==> src/rtl/hex_keypad_entry.sv <==
// 4x4 hex keypad scanner with round-based debounce and a 32-bit nibble-shift value register.
// Optional build macro KEYPAD_OVERFLOW_LOCK_EN freezes the value once eight digits are entered.
module hex_keypad_entry #(
    parameter int SCAN_DIV       = 1000,
    parameter int DEBOUNCE_SCANS = 4
) (
    input  logic        clk,
    input  logic        rst,
    input  logic [3:0]  row_in,
    input  logic        clr_in,
    output logic [3:0]  col_out,
    output logic [31:0] value_out,
    output logic [3:0]  digit_count,
    output logic        key_strobe,
    output logic [3:0]  key_code
);
    localparam int SLOT_W = (SCAN_DIV > 1) ? $clog2(SCAN_DIV) : 1;
    localparam int CNT_W  = $clog2(DEBOUNCE_SCANS + 1);

    typedef enum logic [1:0] {
        ST_IDLE     = 2'd0,
        ST_DEBOUNCE = 2'd1,
        ST_PRESSED  = 2'd2,
        ST_RELEASE  = 2'd3
    } state_t;

    logic [3:0]        r_row_s1;
    logic [3:0]        r_row_s2;
    logic [SLOT_W-1:0] r_slot;
    logic [1:0]        r_col;
    logic [1:0]        r_hits;
    logic [3:0]        r_hit_code;
    state_t            r_state;
    logic [3:0]        r_cand;
    logic [CNT_W-1:0]  r_cnt;
    logic              r_strobe;
    logic [3:0]        r_key_code;
    logic [31:0]       r_value;
    logic [3:0]        r_count;

    logic              w_slot_last;
    logic              w_eval;
    logic [2:0]        w_col_hits;
    logic [3:0]        w_col_code;
    logic [2:0]        w_sum;
    logic [1:0]        w_tot;
    logic [3:0]        w_round_code;
    logic              w_is_key;
    logic              w_is_none;
    state_t            w_state_nx;
    logic [3:0]        w_cand_nx;
    logic [CNT_W-1:0]  w_cnt_nx;
    logic [CNT_W-1:0]  w_cnt_inc;
    logic              w_accept;
    logic              w_locked;

    always_ff @(posedge clk or posedge rst) begin
        if (rst) begin
            r_row_s1 <= 4'hF;
            r_row_s2 <= 4'hF;
        end else begin
            r_row_s1 <= row_in;
            r_row_s2 <= r_row_s1;
        end
    end

    assign w_slot_last = (r_slot == SLOT_W'(SCAN_DIV - 1));
    assign w_eval      = w_slot_last && (r_col == 2'd3);

    // Hits seen in the currently strobed column; a single hit yields its code.
    always_comb begin
        w_col_hits = 3'd0;
        w_col_code = 4'd0;
        for (int r = 0; r < 4; r++) begin
            if (!r_row_s2[r]) begin
                w_col_hits = w_col_hits + 3'd1;
                w_col_code = {2'(r), r_col};
            end
        end
    end

    assign w_sum        = {1'b0, r_hits} + w_col_hits;
    assign w_tot        = (w_sum >= 3'd2) ? 2'd2 : w_sum[1:0];
    assign w_round_code = (r_hits == 2'd0) ? w_col_code : r_hit_code;
    assign w_is_key     = (w_tot == 2'd1);
    assign w_is_none    = (w_tot == 2'd0);

    always_ff @(posedge clk or posedge rst) begin
        if (rst) begin
            r_slot     <= '0;
            r_col      <= 2'd0;
            r_hits     <= 2'd0;
            r_hit_code <= 4'd0;
        end else if (w_slot_last) begin
            r_slot <= '0;
            r_col  <= r_col + 2'd1;
            if (r_col == 2'd3) begin
                r_hits <= 2'd0;
            end else begin
                r_hits     <= w_tot;
                r_hit_code <= w_round_code;
            end
        end else begin
            r_slot <= r_slot + SLOT_W'(1);
        end
    end

    assign col_out   = ~(4'b0001 << r_col);
    assign w_cnt_inc = r_cnt + CNT_W'(1);

    always_comb begin
        w_state_nx = r_state;
        w_cand_nx  = r_cand;
        w_cnt_nx   = r_cnt;
        w_accept   = 1'b0;
        if (w_eval) begin
            case (r_state)
                ST_IDLE: begin
                    if (w_is_key) begin
                        w_cand_nx = w_round_code;
                        w_cnt_nx  = CNT_W'(1);
                        if (DEBOUNCE_SCANS == 1) begin
                            w_accept   = 1'b1;
                            w_state_nx = ST_PRESSED;
                        end else begin
                            w_state_nx = ST_DEBOUNCE;
                        end
                    end
                end
                ST_DEBOUNCE: begin
                    if (w_is_key && (w_round_code == r_cand)) begin
                        w_cnt_nx = w_cnt_inc;
                        if (w_cnt_inc >= CNT_W'(DEBOUNCE_SCANS)) begin
                            w_accept   = 1'b1;
                            w_state_nx = ST_PRESSED;
                        end
                    end else if (w_is_key) begin
                        w_cand_nx = w_round_code;
                        w_cnt_nx  = CNT_W'(1);
                    end else begin
                        w_state_nx = ST_IDLE;
                    end
                end
                ST_PRESSED: begin
                    if (w_is_none) begin
                        w_cnt_nx   = CNT_W'(1);
                        w_state_nx = (DEBOUNCE_SCANS == 1) ? ST_IDLE : ST_RELEASE;
                    end
                end
                ST_RELEASE: begin
                    if (w_is_none) begin
                        w_cnt_nx = w_cnt_inc;
                        if (w_cnt_inc >= CNT_W'(DEBOUNCE_SCANS)) begin
                            w_state_nx = ST_IDLE;
                        end
                    end else begin
                        w_state_nx = ST_PRESSED;
                    end
                end
                default: w_state_nx = ST_IDLE;
            endcase
        end
    end

    always_ff @(posedge clk or posedge rst) begin
        if (rst) begin
            r_state    <= ST_IDLE;
            r_cand     <= 4'd0;
            r_cnt      <= '0;
            r_strobe   <= 1'b0;
            r_key_code <= 4'd0;
        end else begin
            r_state  <= w_state_nx;
            r_cand   <= w_cand_nx;
            r_cnt    <= w_cnt_nx;
            r_strobe <= w_accept;
            if (w_accept) begin
                r_key_code <= w_cand_nx;
            end
        end
    end

`ifdef KEYPAD_OVERFLOW_LOCK_EN
    assign w_locked = (r_count == 4'd8);
`else
    assign w_locked = 1'b0;
`endif

    // The value register consumes the strobe cycle, so a clear in that cycle lands first.
    always_ff @(posedge clk or posedge rst) begin
        if (rst) begin
            r_value <= 32'd0;
            r_count <= 4'd0;
        end else if (r_strobe && clr_in) begin
            r_value <= {28'd0, r_key_code};
            r_count <= 4'd1;
        end else if (clr_in) begin
            r_value <= 32'd0;
            r_count <= 4'd0;
        end else if (r_strobe && !w_locked) begin
            r_value <= {r_value[27:0], r_key_code};
            if (r_count != 4'd8) begin
                r_count <= r_count + 4'd1;
            end
        end
    end

    assign value_out   = r_value;
    assign digit_count = r_count;
    assign key_strobe  = r_strobe;
    assign key_code    = r_key_code;
endmodule
==> config.mk <==
export PLATFORM = sky130hd
export DESIGN_NAME = hex_keypad_entry
export DESIGN_NICKNAME = d
export VERILOG_FILES = /design/src/rtl/hex_keypad_entry.sv
export SDC_FILE = /design/constraint.sdc
export NUM_CORES = 1
export LEC_CHECK = 0
export ABC_CLOCK_PERIOD_IN_PS = 9600
export BUFFER_PORTS_ARGS = -buffer_cell sky130_fd_sc_hd__buf_4
export CORE_MARGIN = 2
export CORE_UTILIZATION = 61
export CTS_CLUSTER_SIZE = 16
export DETAILED_ROUTE_END_ITERATION = 7
export PLACE_DENSITY = 0.83
export SLEW_MARGIN = 40
export SYNTH_ARGS = -nofsm -noshare
export SYNTH_HDL_FRONTEND = slang
export SYNTH_SLANG_ARGS = --single-unit
==> constraint.sdc <==
create_clock -name clk -period 9.6 [get_ports clk]
set_input_delay 1.44 -clock clk [delete_from_list [all_inputs] [get_ports clk]]
set_output_delay 1.44 -clock clk [all_outputs]
set_load 0.02 [all_outputs]
; Yosys cells after proc, flatten, opt, wreduce, memory -nomap -nowiden
; Cells that the tools add are included.
; Widths: inputs -> output; s select.
[totals]
mem_count = 0
output_inout_bits = 45
mem_bits_rw = 0
latchBits = 0
ff_bits = 76
inputBits = 7
wordCells = 92
romBits = 0
[classes]
n_bitwise = 2
n_reduce_logical = 12
add_sub_neg = 8
mul = 0
n_eq_ne = 14
div_mod_pow = 0
shifts = 1
order_cmp = 2
n_mux = 40
[ops]
columns = op, count
row1 = $mux 32, 3
row2 = $mux 4, 11
row3 = $mux 3, 7
row4 = $mux 2, 10
row5 = $add 3x1->3 const B, 4
row6 = $pmux 3 s4, 1
row7 = $add 10x1->10 const B, 1
row8 = $eq 10x10->1 const B, 1
row9 = $mux 10, 1
row10 = $ne 3x3->1 const B, 3
row11 = $pmux 2 s4, 1
row12 = $pmux 4 s2, 1
row13 = $eq 2x2->1 const B, 3
row14 = $logic_not 2->1, 3
row15 = $ne 2x2->1 const B, 3
row16 = $reduce_and 6->1, 1
row17 = $reduce_bool 3->1, 2
row18 = $mux 1, 5
row19 = $add 4x1->4 const B, 1
row20 = $eq 2x1->1 const B, 2
row21 = $eq 4x4->1, 1
row22 = $ne 4x4->1 const B, 1
row23 = $not 4->4, 1
row24 = $reduce_and 2->1, 2
row25 = 8 further kinds, 10

; Depth between registers and ports, before layout
[logic_depth]
depth_word = 15
depth_mapped = 12

; Worst setup path before layout
; Ideal clock, no wire load.
[synth_timing]
kind = register -> register
startpoint = register r_row_s2[0]
endpoint = register r_cand[2]
synth_period_minus_slack_ns = 3.503
required_ns = 9.475
path_slack_ns = 6.097
path_stages_with_launch = 12
arrival_ns = 3.378
path_cell_list = dfstp_2 -> inv_1 -> ha_1 -> xnor2_1 -> ha_1 -> mux2_2 -> fa_1 -> xnor3_1 -> nand3_1 -> or2_2 -> a21oi_2 -> mux2_2
[synth_between]
elab_chain_cells = 15
[synth_rtl]
columns = element, line
row1 = from (decl), 28  ; logic [3:0] r_row_s2;
row2 = from (signal assigned), 63  ; r_row_s2 <= r_row_s1;
row3 = $mux 1, 75  ; if (!r_row_s2[r]) begin
row4 = $add 3x1->3, 76  ; w_col_hits = w_col_hits + 3'd1;
row5 = $mux 3, 75
row6 = $add 3x1->3, 76
row7 = $mux 3, 75
row8 = $add 3x1->3, 76
row9 = $mux 3, 75
row10 = $add 2x3->3, 82  ; assign w_sum = {1'b0, r_hits} + w_col_hits;
row11 = $ge 3x2->1, 83  ; assign w_tot = (w_sum >= 3'd2) ? 2'd2 : w_sum[1:0];
row12 = $mux 2, 83
row13 = $eq 2x1->1, 85  ; assign w_is_key = (w_tot == 2'd1);
row14 = $mux 4 / $logic_and 1x1->1 (equally long branches), "119, 137, 131"
row15 = $mux 4, 131  ; if (w_is_key && (w_round_code == r_cand)) begin
row16 = $pmux 4 s2 (*), 117  ; case (r_state)
row17 = $mux 4 (*), 116  ; if (w_eval) begin
row18 = named net w_cand_nx[2], 51  ; logic [3:0] w_cand_nx;
row19 = to (signal assigned), 174  ; r_cand <= w_cand_nx;
row20 = to (decl), 34  ; logic [3:0] r_cand;
; Mark *: on every way through the listed nets, which the timed path passes. The rest lies on a longest branch.
; A chain may end at the register's enable or synchronous reset.

; Worst setup path after layout
; Ends and elaborated chain as after synthesis.

==> metrics <==
DRT Pass-1 Iters 4; RSZ-0062 raised after global routing false; delay-heaviest family, CP adder cells; Die Y 80.3 um; H-tree levels 3; total stage count of the critical path 11; setup TNS 0 ns; maximum vdd drop 0.119 mV; Slew Limit Headroom 55.8%; worst setup margin 5.84 ns; Final Cell Area 0.00423 sq mm; DR vias 2441; syn_nets 330; FFs w/ async S/R, synth 100%; CP Launch Type register; commonest non-fill, non-tap cell in the layout dfrtp_1; largest net degree at the start of global routing 77; clk root buf clkbuf_8; Core Box Area 0.00557 sq mm; TritonCTS clock tree yes; worst hold start r_row_s1[1]; worst setup path startpoint r_row_s2[0]; Clock Pin Slew Worst Setup and Hold Paths 0.08 ns; Bufs and invs on worst path 1; clk_lat worst skew 0.34 ns; Row Count 27; crit-path cells inv_1, ha_1, xnor2_1, ha_1, mux2_2, fa_1, xnor3_1, nand3_1, or2_2, a21oi_2, mux2_2; TritonCTS Buffers 9; Setup CP Type reg -> reg; GRT overflow 0; crit path max fanout 7; Routed WL 6.63 mm; Reg2Reg Depth 11; Finished Core Util 75.9%; Port Buffers 51; yosys warns 0; Final setup viols 0; Initial Util 63.7%; setup bufs post-CTS 0; most frequent cells in the layout dfrtp_1, buf_4, nor2_1; part of the cycle the worst path needs 39.2%; Worst Tran Pin Value 0.663 ns; initial antenna violation count 0; PostCTS Resize Cnt 0; synthesis-stage register bit count 76; layout cells sized above 1 26.6%; residual DRC count 0; CP endpoint kind register; Hold Fails Final Rpt 0; Syn Std Cell Area 0.00355 sq mm; IO Pins 52; syn_area_per_cell 11.5 sq um; Setup Skew 0.00885 ns; Area Overhead vs Synth 19.1%; Max Freq 0.266 GHz; Crit path required time 9.83 ns; Wirelength per Cell 15.0 um; fin nets 384; Overall Power 622 uW; clk buf depth 2; first-pass GRT wire length 11.4 mm; cell count after synthesis 310; Netlist cell types 51; Initial DRC Count 137; GP Congestion 0.891; CTS sink count 76; placed cell areas 0.00401 sq mm; ANT cells 0; WHS Path Cells 0; leakage 2.00 nW; post-synthesis sequential area ratio 53.8%; delay of the slowest critical-path stage 0.55 ns; Die Wd 80.3 um; outcome finished, final reports clean; routed vias/inst 5.54; DP Wirelength 4.61 mm; die area 0.00645 sq mm; Routed Antenna Nets 0; EDFF count, synth 0; Slew Viols, Final 0; top_reg_cell synth dfrtp_1; Crit-path slowest cell dfstp_2; crit path DAT 3.99 ns; Tmin final 3.76 ns; Pwr Density 147 mW/mm^2; All-Layer GR Usage 23.1%; dpl ws 5.84 ns; Maximum Capacitance Violations 0; CTS hold repair buffers 0; Reg2Reg Launch Point r_row_s2[0]; Worst Hold Class reg -> reg; vias in the first global route 2368
-- power by group --
part | internal, mW | leakage, nW | switching [mW]
combinational | 0.00972 | 0.864 | 0.0180
sequential | 0.323 | 1.02 | 0.00132
clock | 0.153 | 0.116 | 0.117
total | 0.486 | 2.00 | 0.136
-- state kept, by name (all words and copies together), names as in the netlist --
signal / flops
r_row_s2: 4
r_slot: 10
key_strobe: 1
key_code: 4
digit_count: 4
r_col: 2
r_cnt: 3
r_row_s1: 4
r_cand: 4
r_hit_code: 4
r_hits: 2
value_out: 32
r_state: 2
-- final cells by class --
cell class	count	area, sq um
Inverter	17	63.8
Multi-Input combinational cell	207	1540
Timing Repair Buffer	53	402
Tap cell	72	90.1
Clock buffer	10	138
Sequential cell	76	1920
Clock inverter	6	87.6
Fill cell	389	1340
-- cells by family after synthesis --
family                     after synthesis  synth area share (%)
buffers and inverters                   27                  2.96
muxes                                   40                  11.9
xor gates and xnor gates                17                  4.58
adders and majority gates               13                  4.79
DFF                                     76                  53.8
and+or+nand+nor                        100                  14.1
AOI/OAI and AO/OA                       37                  7.89
-- Yosys cell counts, drive strengths merged (2+ instances only) --
library cell  number  area [sq um]
nor3               3          15.0
nor2b              2          12.5
a211o              2          17.5
a21oi              5          28.8
mux2i             33           343
nand4              3          18.8
o21a               2          15.0
a31oi              3          25.0
nand2             15          56.3
or2                2          12.5
clkbuf             7          26.3
nand3b             3          22.5
nor2              49           191
mux2               7          78.8
nor4               3          40.0
a22o               9          80.1
ha                12           150
xnor2             10          87.6
dfrtp             68          1700
o21ai              7          35.0
nand3              6          30.0
buf                3          15.0
o41ai              2          17.5
inv               17          63.8
xor2               6          52.6
dfstp              8           210
nand2b             5          31.3
and3               4          26.3
-- layer usage --
metal  vias to the layer above  track usage (%)  share of wire (%)
met2                        67             37.0                 48
met5                         -                0                  0
met3                        10             4.38                4.4
met4                         0             9.66                1.9
met1                      1188             31.0                 46
li1                       1176                -                  -
-- per-stage QoR --
step | hold WS (ns) | instances
2_1_floorplan | 0.345 | 310
3_3_place_gp | 0.345 | 425
3_5_place_dp | 0.347 | 425
4_1_cts | 0.357 | 441
5_1_grt | 0.360 | 441
6_report | 0.357 | 441
-- worst paths after layout --
check / endpoint / slack (ns)
max reg2reg: r_cand[2] / 5.84
max: r_cand[2] / 5.84
max in group asynchronous: key_strobe / 7.82
min reg2reg: r_row_s2[1] / 0.36
min: r_row_s2[1] / 0.36
min in group asynchronous: value_out[26] / 1.27
No activity file was read; power rests on OpenSTA's default activity.
